--- src/rtl/johnson_seq_pkg.sv ---
// Shared types and Johnson-code helpers for the ring sequencer.
// Helpers take the ring width at run time so one package serves every WIDTH up to MAX_W.
package johnson_seq_pkg;

   localparam int MAX_W = 16;

   typedef enum logic [1:0] {
      IDLE,
      RUN,
      WAIT_STEP,
      DONE
   } seq_state_e;

   // Code k of a w-stage ring: k low ones while filling, then ones draining from the bottom.
   function automatic logic [MAX_W-1:0] johnson_code(input int w, input int k);
      logic [MAX_W-1:0] c;
      c = '0;
      for (int b = 0; b < MAX_W; b++) begin
         if (k <= w) c[b] = (b < k);
         else        c[b] = (b >= k - w) && (b < w);
      end
      return c;
   endfunction

   function automatic logic [2*MAX_W-1:0] johnson_phase(input logic [MAX_W-1:0] q, input int w);
      logic [2*MAX_W-1:0] ph;
      ph = '0;
      for (int k = 0; k < 2*MAX_W; k++) begin
         if (k < 2*w && q == johnson_code(w, k)) ph[k] = 1'b1;
      end
      return ph;
   endfunction

   function automatic logic is_legal_johnson(input logic [MAX_W-1:0] q, input int w);
      return |johnson_phase(q, w);
   endfunction

endpackage

--- src/rtl/johnson_ring.sv ---
// WIDTH-stage twisted-ring register with clear, parallel load and advance.
// Priority: i_srst > clr > ld > en.
module johnson_ring #(
   parameter int WIDTH = 4
) (
   input  logic             i_clk,
   input  logic             i_srst,
   input  logic             en,
   input  logic             clr,
   input  logic             ld,
   input  logic [WIDTH-1:0] ld_val,
   output logic [WIDTH-1:0] q
);

   always_ff @(posedge i_clk) begin
      if (i_srst)      q <= '0;
      else if (clr)    q <= '0;
      else if (ld)     q <= ld_val;
      else if (en)     q <= {q[WIDTH-2:0], ~q[WIDTH-1]};
   end

endmodule

--- src/rtl/johnson_seq_ctrl.sv ---
// Sequencer that runs a Johnson ring for a programmed number of advances,
// free-running or on request, and resynchronises the ring on illegal codes.
module johnson_seq_ctrl
   import johnson_seq_pkg::*;
#(
   parameter int WIDTH = 4,
   parameter int CNT_W = 8
) (
   input  logic               i_clk,
   input  logic               i_srst,
   input  logic               i_start,
   input  logic [CNT_W-1:0]   i_steps,
   input  logic               i_mode,
   input  logic               i_step_req,
   input  logic               i_abort,
   input  logic               i_load,
   input  logic [WIDTH-1:0]   i_load_val,
   output logic [WIDTH-1:0]   o_q,
   output logic [2*WIDTH-1:0] o_phase,
   output logic               o_busy,
   output logic               o_done,
   output logic [CNT_W-1:0]   o_remaining,
   output logic               o_err
);

   seq_state_e       state, next_state;
   logic [CNT_W-1:0] remaining;
   logic             err;
   logic [WIDTH-1:0] q;
   logic             illegal, start_ok, advance, ring_ld;

   johnson_ring #(.WIDTH(WIDTH)) u_ring (
      .i_clk  (i_clk),
      .i_srst (i_srst),
      .en     (advance),
      .clr    (illegal),
      .ld     (ring_ld),
      .ld_val (i_load_val),
      .q      (q)
   );

   // An illegal ring code blocks every other action in the same cycle.
   always_comb begin
      illegal  = !is_legal_johnson(MAX_W'(q), WIDTH);
      start_ok = (state == IDLE) && i_start && !illegal;
      ring_ld  = (state == IDLE) && i_load && !i_start && !illegal;
      advance  = !illegal && !i_abort && (remaining != '0) &&
                 ((state == RUN) || ((state == WAIT_STEP) && i_step_req));
   end

   always_ff @(posedge i_clk) begin
      if (i_srst) state <= IDLE;
      else        state <= next_state;
   end

   always_comb begin
      next_state = state;
      unique case (state)
         IDLE: begin
            if (start_ok) begin
               if (i_steps == '0) next_state = DONE;
               else if (i_mode)   next_state = WAIT_STEP;
               else               next_state = RUN;
            end
         end
         RUN, WAIT_STEP: begin
            if (illegal || i_abort || remaining == '0)          next_state = DONE;
            else if (advance && remaining == CNT_W'(1))         next_state = DONE;
         end
         DONE:    next_state = IDLE;
         default: next_state = IDLE;
      endcase
   end

   // Step counter and sticky error; a fresh run clears the error.
   always_ff @(posedge i_clk) begin
      if (i_srst) begin
         remaining <= '0;
         err       <= 1'b0;
      end else begin
         if (illegal)       err <= 1'b1;
         else if (start_ok) err <= 1'b0;
         if (start_ok)      remaining <= i_steps;
         else if (advance)  remaining <= remaining - CNT_W'(1);
      end
   end

   always_comb begin
      o_q         = q;
      o_phase     = (2*WIDTH)'(johnson_phase(MAX_W'(q), WIDTH));
      o_busy      = (state == RUN) || (state == WAIT_STEP);
      o_done      = (state == DONE);
      o_remaining = remaining;
      o_err       = err;
   end

endmodule

--- config.mk ---
export PLATFORM = sky130hd
export DESIGN_NAME = johnson_seq_ctrl
export DESIGN_NICKNAME = d
export VERILOG_FILES = /design/src/rtl/johnson_seq_pkg.sv /design/src/rtl/johnson_ring.sv /design/src/rtl/johnson_seq_ctrl.sv
export SDC_FILE = /design/constraint.sdc
export NUM_CORES = 1
export LEC_CHECK = 0
export BUFFER_PORTS_ARGS = -buffer_cell sky130_fd_sc_hd__clkbuf_2
export CORE_AREA = 10 10 79 68
export DETAILED_ROUTE_END_ITERATION = 7
export DIE_AREA = 0 0 89 78
export PLACE_DENSITY_LB_ADDON = 0.25
export SETUP_SLACK_MARGIN = 0.4
export SLEW_MARGIN = 15
export SYNTH_ARGS = -nofsm -noshare
export SYNTH_HDL_FRONTEND = slang
export SYNTH_SLANG_ARGS = --single-unit
--- constraint.sdc ---
create_clock -name i_clk -period 5.7 [get_ports i_clk]
set_clock_uncertainty 0.15 [all_clocks]
set_input_delay 0.57 -clock i_clk [delete_from_list [all_inputs] [get_ports i_clk]]
set_output_delay 0.57 -clock i_clk [all_outputs]
set_load 0.05 [all_outputs]
== Yosys cells after proc, flatten, opt, wreduce, memory -nomap -nowiden ==
Index checks and enable logic that the tools add are counted.

* Bits of input ports: 19
* Output and inout port bits: 23
* Word-level logic and storage cells: 69
* Bits in registers: 15

* Bitwise gates (word level): 2
* Equality and inequality tests: 14
* Reduce and logical (&&, ||, !) cells: 28
* Mux-type cells: 20
* Add/subtract/negate cells: 1

{| class="wikitable"
|+ Operators by type and width
! cell !! number
|-
| $eq A4 B4 Y1 const B || 4
|-
| $logic_not A16 Y1 || 1
|-
| $logic_not A8 Y1 || 2
|-
| $mux W8 || 2
|-
| $logic_and A1 B1 Y1 || 10
|-
| $mux W1 || 10
|-
| $mux W2 || 5
|-
| $eq A8 B1 Y1 const B || 1
|-
| $mux W4 || 2
|-
| $reduce_bool A8 Y1 || 1
|-
| $reduce_or A8 Y1 || 1
|-
| $sub A8 B1 Y8 const B || 1
|-
| $pmux W2 S3 || 1
|-
| $eq A2 B2 Y1 const B || 2
|-
| $eq A4 B1 Y1 const B || 1
|-
| $eq A4 B2 Y1 const B || 1
|-
| $eq A4 B3 Y1 const B || 1
|-
| $logic_or A1 B1 Y1 || 4
|-
| $ne A2 B2 Y1 const B || 2
|-
| $reduce_bool A2 Y1 || 2
|-
| $reduce_or A2 Y1 || 2
|-
| $logic_not A1 Y1 || 3
|-
| $ne A3 B3 Y1 const B || 1
|-
| $eq A2 B1 Y1 const B || 1
|-
| other kinds (3) || 4
|}

== Depth between registers and ports, before layout ==
Gate-level depths: netlist of run 1.

* Depth after elaboration: 10
* Depth in mapped cells: 8
* Gate-level depth less buffers: 7

== Cells and area by module ==
From an unflattened synthesis of run 1, not the netlist that was laid out.

* Cells, all modules: 135
* Area total of the unflattened synthesis: 1184.9 um2

{| class="wikitable"
|+ Modules (own cells, without submodules)
! module !! times used !! sequential area each (um2) !! area each (um2) !! cells each
|-
| johnson_seq_ctrl || 1 || 220.2 || 989.7 || 117
|-
| johnson_ring || 1 || 80.1 || 195.2 || 18
|}

== Worst setup path after synthesis of run 1 ==
OpenSTA, ideal clock, no wires.

* Kind: flip-flop to output port
* From: register u_ring.q[3]
* To: output o_phase[0]
* Path buffers: 1
* Data required time: 4980 ps
* Slack: 2720 ps
* Stages on the path, launching flop included: 3
* Data arrival time: 2260 ps
* Cells stage by stage: dfxtp_1 buf_2 nor4_1

* Cells in the longest elaborated chain, start to end: 2

{| class="wikitable"
|+ Ends and longest elaborated chain
! element !! RTL line !! source
|-
| start, declared || johnson_ring.sv:12 || <nowiki>output logic [WIDTH-1:0] q</nowiki>
|-
| start signal, assigned || johnson_ring.sv:18 || <nowiki>else if (ld) q <= ld_val;</nowiki>
|-
| start signal, assigned || johnson_ring.sv:19 || <nowiki>else if (en) q <= {q[WIDTH-2:0], ~q[WIDTH-1]};</nowiki>
|-
| $logic_not A16 Y1 || -- ||
|-
| $mux W1 || johnson_seq_pkg.sv:29 || <nowiki>if (k < 2*w && q == johnson_code(w, k)) ph[k] = 1'b1;</nowiki>
|-
| end, declared || johnson_seq_ctrl.sv:19 || <nowiki>output logic [2*WIDTH-1:0] o_phase,</nowiki>
|}

Every way passes these cells.

== Final worst setup path of run 1 ==
* From: register remaining[1], in the netlist o_remaining[1]
* To: register u_ring.q[3]

* Cells in the longest elaborated chain, start to end: 4

{| class="wikitable"
|+ Ends and longest elaborated chain
! element !! RTL line !! source
|-
| start, declared || johnson_seq_ctrl.sv:27 || <nowiki>logic [CNT_W-1:0] remaining;</nowiki>
|-
| start signal, assigned || johnson_seq_ctrl.sv:83 || <nowiki>if (start_ok) remaining <= i_steps;</nowiki>
|-
| start signal, assigned || johnson_seq_ctrl.sv:84 || <nowiki>else if (advance) remaining <= remaining - CNT_W'(1);</nowiki>
|-
| $reduce_bool A8 Y1 || johnson_seq_ctrl.sv:47 || <nowiki>advance = !illegal && !i_abort && (remaining != '0) &&</nowiki>
|-
| $logic_and A1 B1 Y1 (2 in series) || johnson_seq_ctrl.sv:47 ||
|-
| $reduce_bool A2 Y1 (no line) || -- ||
|}

Every way passes these cells.
A chain may end at the register's enable or synchronous reset.

==> results of run 1 <==
-- critical path, cell delays in order, from the launching register on --
cell	delay, ns
dfxtp_1	0.34
inv_1	0.10
ha_1	0.24
nor4b_1	0.57
a211oi_2	0.20
and3_1	0.29
mux2i_1	0.16
a2111oi_0	0.40
-- worst paths after layout --
check                 startpoint           to  slack [ns]
setup / recovery  o_remaining[1]  u_ring.q[3]        3.13
hold / removal             o_err        o_err        0.35
setup reg to reg  o_remaining[1]  u_ring.q[3]        3.13
hold reg to reg            o_err        o_err        0.35
-- power breakdown --
group / leakage [nW] / switching (W) / internal, W / total [W]
Combinational: 0.434 / 0.000405 / 0.000152 / 0.000557
Sequential: 0.124 / 0.0000718 / 0.000148 / 0.000220
Clock: 0.0255 / 0.0000444 / 0.0000486 / 0.0000930
Total: 0.583 / 0.000521 / 0.000349 / 0.000870
-- registers in the layout, indices dropped and copies added (netlist names) --
name         flops
o_remaining      8
state            2
u_ring.q         4
o_err            1
-- metal layers --
layer / global-route usage / vias to the layer above
met4: 0.0333 / 0
li1: - / 589
met3: 0.0355 / 10
met2: 0.160 / 40
met1: 0.127 / 566
met5: 0 / -
-- stage by stage --
step	setup WS [ns]	util	hold slack, ns
2_1_floorplan	2.72	-	0.328
3_3_place_gp	3.25	0.336	0.352
3_5_place_dp	3.17	0.336	0.342
4_1_cts	3.15	0.348	0.356
5_1_grt	2.98	0.348	0.400
6_report	3.13	0.348	0.347
-- Yosys cell counts (2+ instances only) --
master	n
o31ai_1	2
buf_2	4
nand2b_1	5
nor4_1	4
nor3b_1	2
a2111oi_0	4
a311oi_1	5
nand4_1	4
or4_2	2
nor3_1	3
a211o_1	2
inv_1	7
nor2_1	21
mux2i_1	4
dfxtp_1	15
ha_1	6
o21ai_0	6
a211oi_1	2
nand3_1	2
o2bb2ai_1	2
clkbuf_1	5
a31oi_1	3
nand2_1	6
-- cells in the final DEF, fill, tap and decap left out, types with 2 or more instances in the layout --
| cell | count |
|---|---|
| a2111oi_0 | 4 |
| a211o_1 | 2 |
| a211oi_1 | 2 |
| a311oi_1 | 5 |
| a31oi_1 | 3 |
| clkbuf_2 | 41 |
| clkbuf_8 | 3 |
| dfxtp_1 | 15 |
| ha_1 | 6 |
| inv_1 | 7 |
| mux2i_1 | 4 |
| nand2_1 | 6 |
| nand2b_1 | 5 |
| nand3_1 | 2 |
| nand4_1 | 4 |
| nor2_1 | 21 |
| nor3_1 | 3 |
| nor3b_1 | 2 |
| nor4_1 | 4 |
| o21ai_0 | 6 |
| o2bb2ai_1 | 2 |
| o31ai_1 | 2 |
| or4_2 | 2 |
-- cells by family (layout without fill, tap and decap cells) --
kind of cell / count (synthesis) / after routing
AOI/OAI and AO/OA: 34 / 34
xor gates and xnor gates: 1 / 1
adders and majority gates: 6 / 6
buffers and inverters: 17 / 52
DFF: 15 / 15
muxes: 4 / 4
and+or+nand+nor: 60 / 60
-- layout make-up --
| class | count | area [µm²] | share of cell area |
|---|---|---|---|
| tap | 46 | 57.6 | 0.0422 |
| sequential | 15 | 300 | 0.220 |
| clock buffer | 3 | 41.3 | 0.0303 |
| timing repair buffer | 41 | 205 | 0.151 |
| multi-input combinational | 105 | 727 | 0.534 |
| inverter | 7 | 26.3 | 0.0193 |
| clock inverter | 1 | 5.00 | 0.00367 |
==> out/qor.csv, run 1 <==
stage,metric,value,unit
timing,setup_violations,0,
min_path,hold_path_depth,2,
layout,fin_area,1360,µm²
timing,fin_crit,2.57,ns
floorplan,die_w,89,µm
timing,fin_crit_sh,0.452,
timing,tightest_slew,0.647,ns
setup_path,worst_setup_path_start_kind,flop,
setup_path,critPathRequiredTime,5.69,ns
synthesis,synth_fa_ha_area_frac,0.0683,
cts,clock_sinks,15,
detailed_routing,ant_nets,0,
global_routing,grt_max_degree,19,
cts,cts.repair.resized,0,
detailed_routing,route.met2.wl,1.74,mm
layout,layout.cells.non_filler,218,
synthesis,synth_seq_area_share,0.273,
cts,post_cts_buffers,0,
detailed_routing,wl_per_cell,16.5,µm
synthesis,synth_edf_count,0,
placement,portBuffers,41,
cts,cts_htree_levels,1,
layout,nets,198,
timing,fin_setup_tns,0,ns
min_path,hold_class,reg2reg,
global_routing,gr-total-overflow,0,
synthesis,syn_area_per_cell,8.03,µm²
cts,numCtsBuffers,3,
timing,grt_setup_unrepaired,no,
floorplan,initial_core_util,0.281,
synthesis,synth_compound_area_frac,0.243,
synthesis,synth_xor_area_frac,0.00796,
setup_path,worstSetupPathType,reg2reg,
floorplan,dieArea,6940,µm²
floorplan,row_count,21,
timing,hold_viol,0,
synthesis,netlist_top_cells_area,"dfxtp_1, nor2_1, ha_1, a311oi_1, mux2i_1",
global_routing,antenna_found_initial,0,
detailed_routing,drc,0,
synthesis,ys.flop_type,dfxtp_1,
floorplan,die_h,78,µm
synthesis,syn-num-nets,162,
detailed_routing,dr.pass1.iters,4,
placement,place_inst,214,
synthesis,syn_inst,137,
setup_path,worstPathMaxFanout,4,
floorplan,ios,42,
placement,hpwl,2.87,mm
global_routing,grt_pass1_vias,1151,
synthesis,synthMuxAreaShare,0.0364,
outcome,run_status,finished clean,
power_and_ir_drop,p_total,0.000870,W
synthesis,async_flop_share,0,
global_routing,grtUsageTotal,0.102,
power_and_ir_drop,irDropWorstVdd,0.164,mV
detailed_routing,vias,1205,
setup_path,r2r_cells,7,
placement,place_area,1320,µm²
timing,fmax,388,MHz
flow_run,drv_cap,0,
layout,num_antenna_cells,0,
synthesis,synth-simple-area-share,0.305,
detailed_routing,routed_wl,3.60,mm
layout,drive_above_1_share,0.320,
setup_path,cp.arrival,2.56,ns
synthesis,synth_top_family_by_area,simple AND/OR/NAND/NOR gates,
cts,clock_latency,0.26,ns
cts,holdBufCountCts,0,
layout,num-fill-cells,419,
cts,path_clk_slew,0.07,ns
global_routing,grt_pass1_wl,5.74,mm
timing,final_max_slew_viol_count,0,
synthesis,yosys.area.top_type,dfxtp_1,
detailed_routing,highest_layer,met4,
power_and_ir_drop,p_leak,0.583,nW
detailed_routing,drt_iter0_markers,110,
synthesis,syn_area,1100,µm²
cts,cts_tree,built,
detailed_routing,met1_length,1.52,mm
cts,clockRootBuffer,clkbuf_8,
synthesis,yosysWarnings,0,
placement,place.gp.congestion,0.824,
detailed_routing,met3WireLength,286,µm
synthesis,synth.distinct_cells,44,
cts,clockBufferDepth,2,
layout,syn_to_final_growth,23.9,%
timing,relSlewSlack,0.563,
power_and_ir_drop,p_per_area,639,nW/µm²
detailed_routing,vias_per_cell,5.53,
setup_path,cp-end-kind,flop,
synthesis,ys_seq_elements,15,
synthesis,netlist.area_leader.share,0.273,
floorplan,coreArea,3920,µm²
No activity file was read; power rests on OpenSTA's default activity.
==> run 2, diff against run 1 <==
==> constraint.sdc (replaced) <==
create_clock -name i_clk -period 2.56 [get_ports i_clk]
set_clock_uncertainty 0.15 [all_clocks]
set_input_delay 0.256 -clock i_clk [delete_from_list [all_inputs] [get_ports i_clk]]
set_output_delay 0.256 -clock i_clk [all_outputs]
set_load 0.05 [all_outputs]
==> out/qor.csv, run 2 (synthesis results as in run 1) <==
stage,metric,value,unit,change
outcome,run_status,finished clean,,unchanged
floorplan,die_h,78,µm,unchanged
timing,relSlewSlack,0.727,,was 0.563
detailed_routing,drt_iter0_markers,100,,was 110
floorplan,coreArea,3920,µm²,unchanged
layout,syn_to_final_growth,46.3,%,was 23.9%
cts,clock_latency,0.26,ns,about the same
detailed_routing,wl_per_cell,16.0,µm,was 16.5 µm
timing,hold_viol,0,,unchanged
global_routing,grtUsageTotal,0.103,,was 0.102
detailed_routing,dr.pass1.iters,5,,was 4
global_routing,antenna_found_initial,0,,unchanged
power_and_ir_drop,p_leak,0.674,nW,was 0.583 nW
detailed_routing,routed_wl,3.67,mm,was 3.60 mm
setup_path,critPathRequiredTime,2.56,ns,was 5.69 ns
detailed_routing,ant_nets,0,,unchanged
cts,path_clk_slew,0.07,ns,about the same
layout,fin_area,1610,µm²,was 1360 µm²
cts,clockBufferDepth,2,,unchanged
setup_path,worst_setup_path_start_kind,flop,,unchanged
timing,fin_crit,2.16,ns,was 2.57 ns
placement,place_area,1400,µm²,was 1320 µm²
setup_path,r2r_cells,8,,was 7
placement,place.gp.congestion,0.864,,was 0.824
power_and_ir_drop,irDropWorstVdd,0.444,mV,was 0.164 mV
floorplan,row_count,21,,unchanged
timing,tightest_slew,0.409,ns,was 0.647 ns
timing,grt_setup_unrepaired,yes,,was no
setup_path,worstPathMaxFanout,4,,unchanged
min_path,hold_path_depth,3,,was 2
detailed_routing,vias,1249,,"was 1,205"
timing,holdWs,0.127,ns,was 0.347 ns
setup_path,cp-end-kind,flop,,unchanged
min_path,hold_class,in2reg,,was reg2reg
detailed_routing,drc,0,,unchanged
flow_run,drv_cap,0,,unchanged
timing,setup_violations,0,,unchanged
cts,numCtsBuffers,3,,unchanged
layout,drive_above_1_share,0.525,,was 0.320
timing,fmax,464,MHz,was 388 MHz
placement,hpwl,2.75,mm,was 2.87 mm
layout,nets,209,,was 198
cts,holdBufCountCts,0,,unchanged
global_routing,grt_pass1_vias,1206,,"was 1,151"
placement,portBuffers,41,,unchanged
setup_path,worstSetupPathType,reg2reg,,unchanged
detailed_routing,vias_per_cell,5.45,,was 5.53
floorplan,dieArea,6940,µm²,unchanged
placement,pre_cts_slack,0.292,ns,was 3.17 ns
setup_path,cp.arrival,2.16,ns,was 2.56 ns
cts,cts_tree,built,,unchanged
cts,cts_htree_levels,1,,unchanged
timing,fin_crit_sh,0.842,,was 0.452
floorplan,initial_core_util,0.281,,unchanged
cts,clockRootBuffer,clkbuf_8,,unchanged
power_and_ir_drop,p_per_area,1370,nW/µm²,was 639 nW/µm²
layout,final_common_cell,clkbuf_2,,unchanged
global_routing,grt_max_degree,19,,unchanged
floorplan,ios,42,,unchanged
cts,clock_sinks,15,,unchanged
timing,setup_ws,0.404,ns,was 3.13 ns
timing,fin_setup_tns,0,ns,unchanged
layout,largest_register_ffs,8,,unchanged
layout,num_antenna_cells,0,,unchanged
global_routing,grt_pass1_wl,5.78,mm,was 5.74 mm
global_routing,gr-total-overflow,0,,unchanged
floorplan,die_w,89,µm,unchanged
layout,layout_common_cells,"clkbuf_2, nor2_1, buf_4",,"was clkbuf_2, nor2_1, dfxtp_1, inv_1"
timing,final_max_slew_viol_count,0,,unchanged
run 2: cell types whose count changed in the layout (fill, tap and decap cells not counted), moves of 4 or more:
cell,delta
buf_4,+11
dfxtp_1,-10
dfxtp_4,+6
dfxtp_2,+4
inv_1,-4
inv_4,+4
run 2: worst paths after layout:
check                      start             end  slack (ns)
hold / removal     i_load_val[0]     u_ring.q[0]        0.13
setup / recovery  o_remaining[0]  o_remaining[1]        0.40
setup reg to reg  o_remaining[0]  o_remaining[1]        0.40
hold reg to reg            o_err           o_err        0.34
run 2: report_power, final:
part           switching [W]  internal, W
clock network      0.0000919     0.000108
registers           0.000194     0.000355
logic               0.000962     0.000493
total                0.00125     0.000957
run 2: layer usage:
metal | global-route usage | wire (µm) | vias up
met5 | 0 | 0 | -
met4 | 0.0190 | 14 | 0
met3 | 0.0355 | 168 | 2
met2 | 0.174 | 1900 | 31
met1 | 0.124 | 1590 | 601
li1 | - | - | 615
run 2: final cells by class:
type / instances / area [µm²]
fill: 405 / 2310
timing repair buffer: 52 / 288
clock inverter: 1 / 5.00
inverter: 7 / 36.3
sequential: 15 / 328
clock buffer: 3 / 41.3
tap: 46 / 57.6
multi-input combinational: 105 / 853
run 2: worst max-delay path, stage by stage, from the launching register on:
cell,delay [ns]
dfxtp_4,0.35
inv_4,0.06
ha_4,0.15
nor4b_4,0.28
a211oi_2,0.14
buf_4,0.16
and3_2,0.25
a2111o_1,0.42
o21ai_0,0.10
run 2: what timing repair did:
| action | in CTS | in global routing |
|---|---|---|
| setup endpoints to repair | 6 | 12 |
| gates resized for setup | 4 | 24 |
| pin swaps | 4 | 11 |
| buffers inserted | 3 | 6 |
| cloned | 0 | 0 |
run 2: through the flow:
stage | power, W | utilization | instances
floorplan | 0.00153 | - | 137
global placement | 0.00181 | 0.356 | 216
detailed placement | 0.00183 | 0.356 | 216
CTS | 0.00208 | 0.378 | 223
global route | 0.00236 | 0.411 | 229
finish | 0.00220 | 0.411 | 229
